$ cat src/rtl/bcd_counter_n_if.sv
// Interface bundling the control inputs and status outputs of bcd_counter_n.
//   master : measurement control side, drives clear/load/load_value/inc/dec/capture
//            and observes bcdcount/snapshot/snap_valid/carry_out/overflow/underflow
//   slave  : counter side, the mirror image
// DIGITS must match the DIGITS of the attached counter (bus width = 4*DIGITS).
interface bcd_counter_n_if #(
    parameter int unsigned DIGITS = 6
);
    logic                  clear;
    logic                  load;
    logic [4*DIGITS-1:0]   load_value;
    logic                  inc;
    logic                  dec;
    logic                  capture;
    logic [4*DIGITS-1:0]   bcdcount;
    logic [4*DIGITS-1:0]   snapshot;
    logic                  snap_valid;
    logic                  carry_out;
    logic                  overflow;
    logic                  underflow;

    modport master (
        output clear, load, load_value, inc, dec, capture,
        input  bcdcount, snapshot, snap_valid, carry_out, overflow, underflow
    );

    modport slave (
        input  clear, load, load_value, inc, dec, capture,
        output bcdcount, snapshot, snap_valid, carry_out, overflow, underflow
    );
endinterface

$ cat src/rtl/bcd_counter_n.sv
// Parametrised synchronous N-digit BCD up/down counter with parallel load,
// clear, wrap or saturate behaviour, snapshot register and boundary flags.
// Ports:
//   clock : system clock, all state on rising edge
//   reset : synchronous active-high reset, highest priority
//   bus   : bcd_counter_n_if.slave carrying
//           clear, load, load_value, inc, dec, capture (inputs)
//           bcdcount, snapshot, snap_valid, carry_out, overflow, underflow (outputs)
// Parameters:
//   DIGITS   : number of BCD digits (1..8), digit 0 in bits [3:0]
//   SATURATE : 0 = wrap at the boundaries, 1 = hold at all-9 / zero
module bcd_counter_n #(
    parameter int unsigned DIGITS   = 6,
    parameter bit          SATURATE = 1'b0
) (
    input  logic           clock,
    input  logic           reset,
    bcd_counter_n_if.slave bus
);
    localparam int unsigned W = 4 * DIGITS;

    logic [W-1:0] count_q, count_d;
    logic [W-1:0] snapshot_q, snapshot_d;
    logic         snap_valid_q, snap_valid_d;
    logic         carry_q, carry_d;
    logic         overflow_q, overflow_d;
    logic         underflow_q, underflow_d;

    // Per-digit helpers: incremented, decremented and load-sanitised values.
    logic [W-1:0] inc_val, dec_val, load_val;
    logic         all_nine, all_zero;
    logic         ripple_up, ripple_dn;
    logic [3:0]   digit, ld_digit;

    always_comb begin
        inc_val   = '0;
        dec_val   = '0;
        load_val  = '0;
        all_nine  = 1'b1;
        all_zero  = 1'b1;
        ripple_up = 1'b1;
        ripple_dn = 1'b1;
        digit     = '0;
        ld_digit  = '0;
        for (int unsigned i = 0; i < DIGITS; i++) begin
            digit = count_q[4*i +: 4];
            if (digit != 4'd9) all_nine = 1'b0;
            if (digit != 4'd0) all_zero = 1'b0;

            // A digit moves only while every lower digit rolled over.
            if (ripple_up) begin
                if (digit == 4'd9) begin
                    inc_val[4*i +: 4] = 4'd0;
                end else begin
                    inc_val[4*i +: 4] = digit + 4'd1;
                    ripple_up         = 1'b0;
                end
            end else begin
                inc_val[4*i +: 4] = digit;
            end

            if (ripple_dn) begin
                if (digit == 4'd0) begin
                    dec_val[4*i +: 4] = 4'd9;
                end else begin
                    dec_val[4*i +: 4] = digit - 4'd1;
                    ripple_dn         = 1'b0;
                end
            end else begin
                dec_val[4*i +: 4] = digit;
            end

            // Illegal BCD nibbles are clamped to 9 so the count stays legal.
            ld_digit = bus.load_value[4*i +: 4];
            load_val[4*i +: 4] = (ld_digit > 4'd9) ? 4'd9 : ld_digit;
        end
    end

    always_comb begin
        count_d      = count_q;
        snapshot_d   = snapshot_q;
        snap_valid_d = 1'b0;
        carry_d      = 1'b0;
        overflow_d   = overflow_q;
        underflow_d  = underflow_q;

        // Snapshot always sees the count from before this cycle's update.
        if (bus.capture) begin
            snapshot_d   = count_q;
            snap_valid_d = 1'b1;
        end

        if (bus.clear) begin
            count_d     = '0;
            overflow_d  = 1'b0;
            underflow_d = 1'b0;
        end else if (bus.load) begin
            count_d = load_val;
        end else if (bus.inc && !bus.dec) begin
            if (all_nine) begin
                carry_d    = 1'b1;
                overflow_d = 1'b1;
                count_d    = SATURATE ? count_q : '0;
            end else begin
                count_d = inc_val;
            end
        end else if (bus.dec && !bus.inc) begin
            if (all_zero) begin
                carry_d     = 1'b1;
                underflow_d = 1'b1;
                count_d     = SATURATE ? count_q : dec_val;
            end else begin
                count_d = dec_val;
            end
        end
    end

    always_ff @(posedge clock) begin
        if (reset) begin
            count_q      <= '0;
            snapshot_q   <= '0;
            snap_valid_q <= 1'b0;
            carry_q      <= 1'b0;
            overflow_q   <= 1'b0;
            underflow_q  <= 1'b0;
        end else begin
            count_q      <= count_d;
            snapshot_q   <= snapshot_d;
            snap_valid_q <= snap_valid_d;
            carry_q      <= carry_d;
            overflow_q   <= overflow_d;
            underflow_q  <= underflow_d;
        end
    end

    assign bus.bcdcount   = count_q;
    assign bus.snapshot   = snapshot_q;
    assign bus.snap_valid = snap_valid_q;
    assign bus.carry_out  = carry_q;
    assign bus.overflow   = overflow_q;
    assign bus.underflow  = underflow_q;
endmodule

$ cat src/flat_wrapper.sv
// flat-port wrapper written by rule: the top's interface ports become plain ports
module bcd_counter_n_flat 
#(
    parameter int unsigned DIGITS   = 6,
    parameter bit          SATURATE = 1'b0
)
  (clock, reset, bus_clear, bus_load, bus_load_value, bus_inc, bus_dec, bus_capture, bus_bcdcount, bus_snapshot, bus_snap_valid, bus_carry_out, bus_overflow, bus_underflow);
  bcd_counter_n_if #(.DIGITS(DIGITS)) bus_i ();
  input  logic clock;
  input  logic reset;
  input wire logic [$bits(bus_i.clear)-1:0] bus_clear;
  input wire logic [$bits(bus_i.load)-1:0] bus_load;
  input wire logic [$bits(bus_i.load_value)-1:0] bus_load_value;
  input wire logic [$bits(bus_i.inc)-1:0] bus_inc;
  input wire logic [$bits(bus_i.dec)-1:0] bus_dec;
  input wire logic [$bits(bus_i.capture)-1:0] bus_capture;
  output wire logic [$bits(bus_i.bcdcount)-1:0] bus_bcdcount;
  output wire logic [$bits(bus_i.snapshot)-1:0] bus_snapshot;
  output wire logic [$bits(bus_i.snap_valid)-1:0] bus_snap_valid;
  output wire logic [$bits(bus_i.carry_out)-1:0] bus_carry_out;
  output wire logic [$bits(bus_i.overflow)-1:0] bus_overflow;
  output wire logic [$bits(bus_i.underflow)-1:0] bus_underflow;
  assign bus_i.clear = bus_clear;
  assign bus_i.load = bus_load;
  assign bus_i.load_value = bus_load_value;
  assign bus_i.inc = bus_inc;
  assign bus_i.dec = bus_dec;
  assign bus_i.capture = bus_capture;
  assign bus_bcdcount = bus_i.bcdcount;
  assign bus_snapshot = bus_i.snapshot;
  assign bus_snap_valid = bus_i.snap_valid;
  assign bus_carry_out = bus_i.carry_out;
  assign bus_overflow = bus_i.overflow;
  assign bus_underflow = bus_i.underflow;
  bcd_counter_n #(.DIGITS(DIGITS), .SATURATE(SATURATE)) u_core (.clock(clock), .reset(reset), .bus(bus_i));
endmodule
$ cat config.mk
export PLATFORM = sky130hd
export DESIGN_NAME = bcd_counter_n_flat
export DESIGN_NICKNAME = d
export VERILOG_FILES = /design/src/rtl/bcd_counter_n_if.sv /design/src/rtl/bcd_counter_n.sv /design/src/flat_wrapper.sv
export SDC_FILE = /design/constraint.sdc
export NUM_CORES = 1
export LEC_CHECK = 0
export ABC_CLOCK_PERIOD_IN_PS = 3050
export BUFFER_PORTS_ARGS = -buffer_cell sky130_fd_sc_hd__buf_2
export CORE_MARGIN = 2
export CORE_UTILIZATION = 30
export CTS_CLUSTER_DIAMETER = 100
export DETAILED_ROUTE_END_ITERATION = 12
export HOLD_SLACK_MARGIN = 0.12
export PLACE_DENSITY_LB_ADDON = 0.05
export SLEW_MARGIN = 20
export SYNTH_ARGS = -nofsm -noshare
export SYNTH_HDL_FRONTEND = slang
export SYNTH_SLANG_ARGS = --single-unit
$ cat constraint.sdc
create_clock -name clock -period 3.05 [get_ports clock]
set_clock_uncertainty 0.15 [all_clocks]
set_input_delay 0.4575 -clock clock [delete_from_list [all_inputs] [get_ports clock]]
set_output_delay 0.4575 -clock clock [all_outputs]
set_load 0.02 [all_outputs]
==> results of run 1 <==
## kinds of logic after synthesis
family                     count (synthesis)  share of synthesized area (%)
and+or+nand+nor                          157                          24.48
AOI/OAI and AO/OA                        117                          23.72
DFF                                       52                          29.95
buffers and inverters                     51                          5.795
muxes                                     28                          8.099
adders and majority gates                 20                          7.199
xor gates and xnor gates                   3                         0.7561
## cell usage in the layout (no fill, tap or decap), drive strengths merged, types with 4 or more instances in the layout
master	instances
buf	94
nor2	53
dfxtp	52
mux2i	27
a21oi	25
o21ai	23
inv	20
ha	20
nand3	19
nand2	18
nand2b	12
a211oi	12
nand3b	11
nor3	10
nor2b	9
a31oi	8
clkbuf	8
o211ai	5
o31ai	5
o41ai	5
a311oi	4
o21a	4
o21bai	4
nor3b	4
## critical path, cell delays in order, from the launching register on
cell	delay (ns)
dfxtp_1	0.40
inv_1	0.11
ha_1	0.24
or4b_4	0.52
nor4_4	0.37
or3_1	0.32
nor2_1	0.08
a211oi_2	0.19
## state kept, by name, summed over array words and instances (netlist names)
name	count
u_core.bus.snapshot	24
u_core.bus.snap_valid	1
u_core.bus.underflow	1
u_core.bus.overflow	1
u_core.bus.bcdcount	24
u_core.bus.carry_out	1
## per-stage QoR
| stage | hold WS [ns] | power (W) | setup WS [ns] | utilization (%) | instances |
|---|---|---|---|---|---|
| 2_1_floorplan | 0.4201 | 0.001004 | 0.7859 | - | 428 |
| 3_3_place_gp | 0.3160 | 0.001127 | 0.6722 | 35.44 | 634 |
| 3_5_place_dp | 0.3262 | 0.001125 | 0.6158 | 35.44 | 634 |
| 4_1_cts | 0.2766 | 0.001723 | 0.5829 | 36.72 | 642 |
| 5_1_grt | 0.2997 | 0.001798 | 0.4357 | 36.72 | 642 |
| 6_report | 0.2883 | 0.001695 | 0.5817 | 36.72 | 642 |
## cell type report
cell class | instances | area (um2)
inverter | 20 | 75.07
clock buffer | 8 | 146.4
sequential | 52 | 1041
tap | 143 | 178.9
timing repair buffer | 94 | 500.5
multi-input combinational | 325 | 2233
fill | 1227 | 7194
## metal layers
layer  part of all wire (%)  global-route usage [%]  vias to the layer above
met3                    4.0                   3.702                        6
met1                     50                   24.07                     1586
met5                      0                       0                        -
met2                     45                   27.92                       71
li1                       -                       -                     1696
met4                    1.0                   4.362                        0
## where the power goes
part	internal (W)	switching, W	leakage, nW
Sequential	0.000703	0.0000411	0.423
Combinational	0.000149	0.000215	1.31
Clock	0.000328	0.000259	0.0712
## final timing paths
check,startpoint,endpoint,depth (start not counted)
max,u_core.bus.bcdcount[0],u_core.bus.bcdcount[19],7
min,bus_load_value[2],u_core.bus.bcdcount[2],3
max reg2reg,u_core.bus.bcdcount[0],u_core.bus.bcdcount[19],7
min reg2reg,u_core.bus.snapshot[20],u_core.bus.snapshot[20],2
==> metrics.yaml, run 1 <==
grt_usage_pct: 17.46
wl_per_cell_um: 16.51
synth_cell_types: 61
slew_headroom_pct: 46.50
netlist_top_cells_count: "53 x nor2_1, 52 x dfxtp_1, 27 x mux2i_1"
synth.area.top_cells: "dfxtp_1 30%, mux2i_1 7.8%, ha_1 7.2%"
syn_to_final_growth_pct: 20.12
clkSinkCount: 52
drv_slew: 0
cts_setup_buffers: 0
avgSynthCellArea_um2: 8.121
hp-class: "in -> reg"
max_freq_mhz: 405.1
final_area_um2: 4175
ir_drop_v: 0.0002361
port_buffers: 82
placed_area_um2: 4029
required_ns: 3.12
grt_pass1_wl_um: 17450
period_minus_slack_ns: 2.468
synth_edf_count: 0
drt_iter0_markers: 159
core_um2: 11370
cts_made_buffers: 5
post_cts_resized: 0
htree_levels: 2
dp_hpwl_um: 7641
p_per_area_nw_per_um2: 406.0
yosysMostFrequentCell: "nor2_1"
drtAntennaViolNets: 0
cts_root_buffer: "clkbuf_16"
fin_crit_sh_pct: 80.93
synth_top_area_cell: "dfxtp_1"
rsz0062_at_grt: "no"
grt.overflow.total: 0
viasPerCell: 5.232
path_class: "reg -> reg"
die_area_um2: 12460
worstSetupEndpointType: "register"
p_leak_nw: 1.803
tns_ns: 0
place.gp.congestion: 0.8339
synth-seq-cells: 52
ioPinCount: 83
antenna_found_initial: 0
ys.warnings.count: 0
hold_buffers: 0
synth_area_um2: 3476
status: "finished clean"
synth_nets: 479
crit_arrival_ns: 2.54
die_w_um: 111.6
synthCells: 428
initial_core_util_pct: 30.57
fp.dieH_um: 111.6
cts_buffer_depth: 2
cp-start-kind: "register"
drv_cap: 0
clk_pin_slew_worst_paths_ns: 0.07
rrSetupSlack_ns: 0.58
wirelength_um: 10600
firstDrtPassIters: 4
vias: 3359
drive_gt1_share_pct: 23.65
n_antenna_cell: 0
seq_area_frac_synth_pct: 29.95
synthFlopType: "dfxtp_1"
drc: 0
first_global_vias: 3282
setup_viol: 0
postSynth.asyncResetShare_pct: 0
final_nets: 549
worstPathMaxFanout: 9
clk_latency_ns: 0.30
hold_viol_final: 0
synth_top_cell_area_share_pct: 29.95
worst_pin_slew_ns: 0.8025
num_rows: 39
cts_tree: "yes"
grt_max_degree: 28
Power figures use the tool's default switching activity.
==> inputs of run 2 (changes only) <==
--- a/config.mk
+++ b/config.mk
@@ -5,7 +5,7 @@
 export SDC_FILE = /design/constraint.sdc
 export NUM_CORES = 1
 export LEC_CHECK = 0
-export ABC_CLOCK_PERIOD_IN_PS = 3050
+export ABC_CLOCK_PERIOD_IN_PS = 2500
 export BUFFER_PORTS_ARGS = -buffer_cell sky130_fd_sc_hd__buf_2
 export CORE_MARGIN = 2
 export CORE_UTILIZATION = 30
==> constraint.sdc (replaced) <==
create_clock -name clock -period 2.5 [get_ports clock]
set_clock_uncertainty 0.15 [all_clocks]
set_input_delay 0.375 -clock clock [delete_from_list [all_inputs] [get_ports clock]]
set_output_delay 0.375 -clock clock [all_outputs]
set_load 0.02 [all_outputs]
==> run 2 against run 1 <==
  * Critical path type unchanged
  * Sequential share of layout area shrank 0.97 points
  * Via count grew 2.1%
  * Core utilization grew 1.5 points
  * Sequential power grew 19%
  * Critical path depth is the same
  * Maximum frequency grew 6.7%
  * Clock power grew 17%
==> metrics.yaml, run 2 (synthesis gave the netlist of run 1 again) <==
status: "finished clean"
globalRouteMet3Util_pct: 4.246
place.gp.congestion: 0.7946
viasPerCell: 5.166
initial_core_util_pct: 30.57
drt_iter0_markers: 196
clock_power_share_pct: 33.2
fp.dieH_um: 111.6
die_w_um: 111.6
worstPathMaxFanout: 5
power_frac_seq_pct: 42.9
slew_headroom_pct: 63.74
cp_slowest_cell: "or4b_4"
rsz0062_at_grt: "no"
met2_usage_pct: 27.56
cts_buffer_depth: 2
final_common_cell: "buf_2"
worst_pin_slew_ns: 0.5410
grt_pass1_wl_um: 17690
grt_max_degree: 21
drive_gt1_share_pct: 28.02
placed_area_um2: 4202
wirelength_um: 11020
wl_per_cell_um: 16.59
fin_crit_sh_pct: 92.52
final_area_um2: 4349
vias: 3430
first_global_vias: 3260
cts_made_buffers: 5
hp-class: "in -> reg"
n_antenna_cell: 0
antenna_found_initial: 0
crit_arrival_ns: 2.38
ioPinCount: 83
required_ns: 2.57
grt.overflow.total: 0
htree_levels: 2
final_nets: 572
pre_cts_ws_ns: 0.1525
syn_to_final_growth_pct: 25.13
most-common-layout-cells: "82 x buf_2, 53 x nor2_1, 51 x dfxtp_1, 35 x buf_4, 27 x mux2i_1"
fin_util_pct: 38.25
cp-start-kind: "register"
hold_viol_final: 0
dp_hpwl_um: 8160
p_per_area_nw_per_um2: 475.7
swShare_pct: 31.03
rrSetupSlack_ns: 0.19
drc: 0
switching_power_w: 0.0006420
clk_latency_ns: 0.30
cts_tree: "yes"
ir_drop_v: 0.0002731
period_minus_slack_ns: 2.313
clkSinkCount: 52
holdWs_ns: 0.2328
p_int_w: 0.001427
combinationalPowerShare_pct: 24.0
clk_pin_slew_worst_paths_ns: 0.07
firstDrtPassIters: 4
cp_cell_sequence: "inv_1, ha_1, or4b_4, nor4_4, and2_4, a211oi_4, o32ai_2"
max_freq_mhz: 432.3
path_class: "reg -> reg"
p_leak_nw: 1.916
grt.busiest_layer: "met2"
drv_cap: 0
core_um2: 11370
cts_root_buffer: "clkbuf_16"
hold_buffers: 0
die_area_um2: 12460
tns_ns: 0
timing.final.ws_setup_ns: 0.1870
port_buffers: 82
critPathMaxStageDelay_ns: 0.52
setup_viol: 0
grt_usage_pct: 17.76
cts_setup_buffers: 0
met1_usage_pct: 24.78
drtAntennaViolNets: 0
worstSetupEndpointType: "register"
num_rows: 39
drv_slew: 0
==> run 2: changes by cell type in the layout (fill, tap and decap cells not counted), sizes merged <==
| cell | before | now |
|---|---|---|
| buf | 94 | 117 |
| clkbuf | 8 | 6 |
| clkinv | 0 | 1 |
==> run 2: power by group through the flow <==
stage / Sequential, W / Clock [W] / Combinational [W]
3_5_place_dp: 0.000906 / 0 / 0.000493
6_report: 0.000887 / 0.000686 / 0.000496
5_1_grt: 0.000893 / 0.000755 / 0.000547
2_1_floorplan: 0.000938 / 0 / 0.000286
4_1_cts: 0.000886 / 0.000722 / 0.000496
3_3_place_gp: 0.000905 / 0 / 0.000497
==> run 2: critical path, delay by kind of cell (launching register included) <==
kind,cells,cell delay [ns]
flops,1,0.31
fa+ha+maj,1,0.23
buf+inv,1,0.09
simple gates,3,1.12
compound gates,2,0.31
==> run 2: path summary, 6_finish.rpt <==
check | from | end | cells past startpoint
worst min register to register | u_core.bus.overflow | u_core.bus.overflow | 2
worst max-delay path | u_core.bus.bcdcount[1] | u_core.bus.bcdcount[22] | 7
worst min-delay path | bus_load_value[2] | u_core.bus.bcdcount[2] | 3
worst max register to register | u_core.bus.bcdcount[1] | u_core.bus.bcdcount[22] | 7
==> run 2: layout make-up <==
type / instances / area (um2)
Fill cell: 1186 / 7020
Multi-Input combinational cell: 325 / 2246
Sequential cell: 52 / 1042
Timing Repair Buffer: 117 / 673.1
Tap cell: 143 / 178.9
Clock buffer: 6 / 128.9
Inverter: 20 / 75.07
Clock inverter: 1 / 5.005
==> run 2: routing by layer <==
metal / up-vias / share of wire [%]
li1: 1741 / -
met1: 1607 / 51
met2: 75 / 44
met3: 7 / 4.0
met4: 0 / 1.2
met5: - / 0
==> run 2: repair_timing <==
| item | CTS | global route |
|---|---|---|
| gates resized for setup | 0 | 5 |
| setup endpoints to repair | 0 | 7 |
| hold endpoints to repair | 0 | 0 |
==> run 2: per-stage QoR <==
stage / total power (W) / cells
finish: 0.002069 / 664
detailed placement: 0.001398 / 657
global route: 0.002195 / 664
floorplan: 0.001224 / 428
global placement: 0.001402 / 657
CTS: 0.002104 / 664
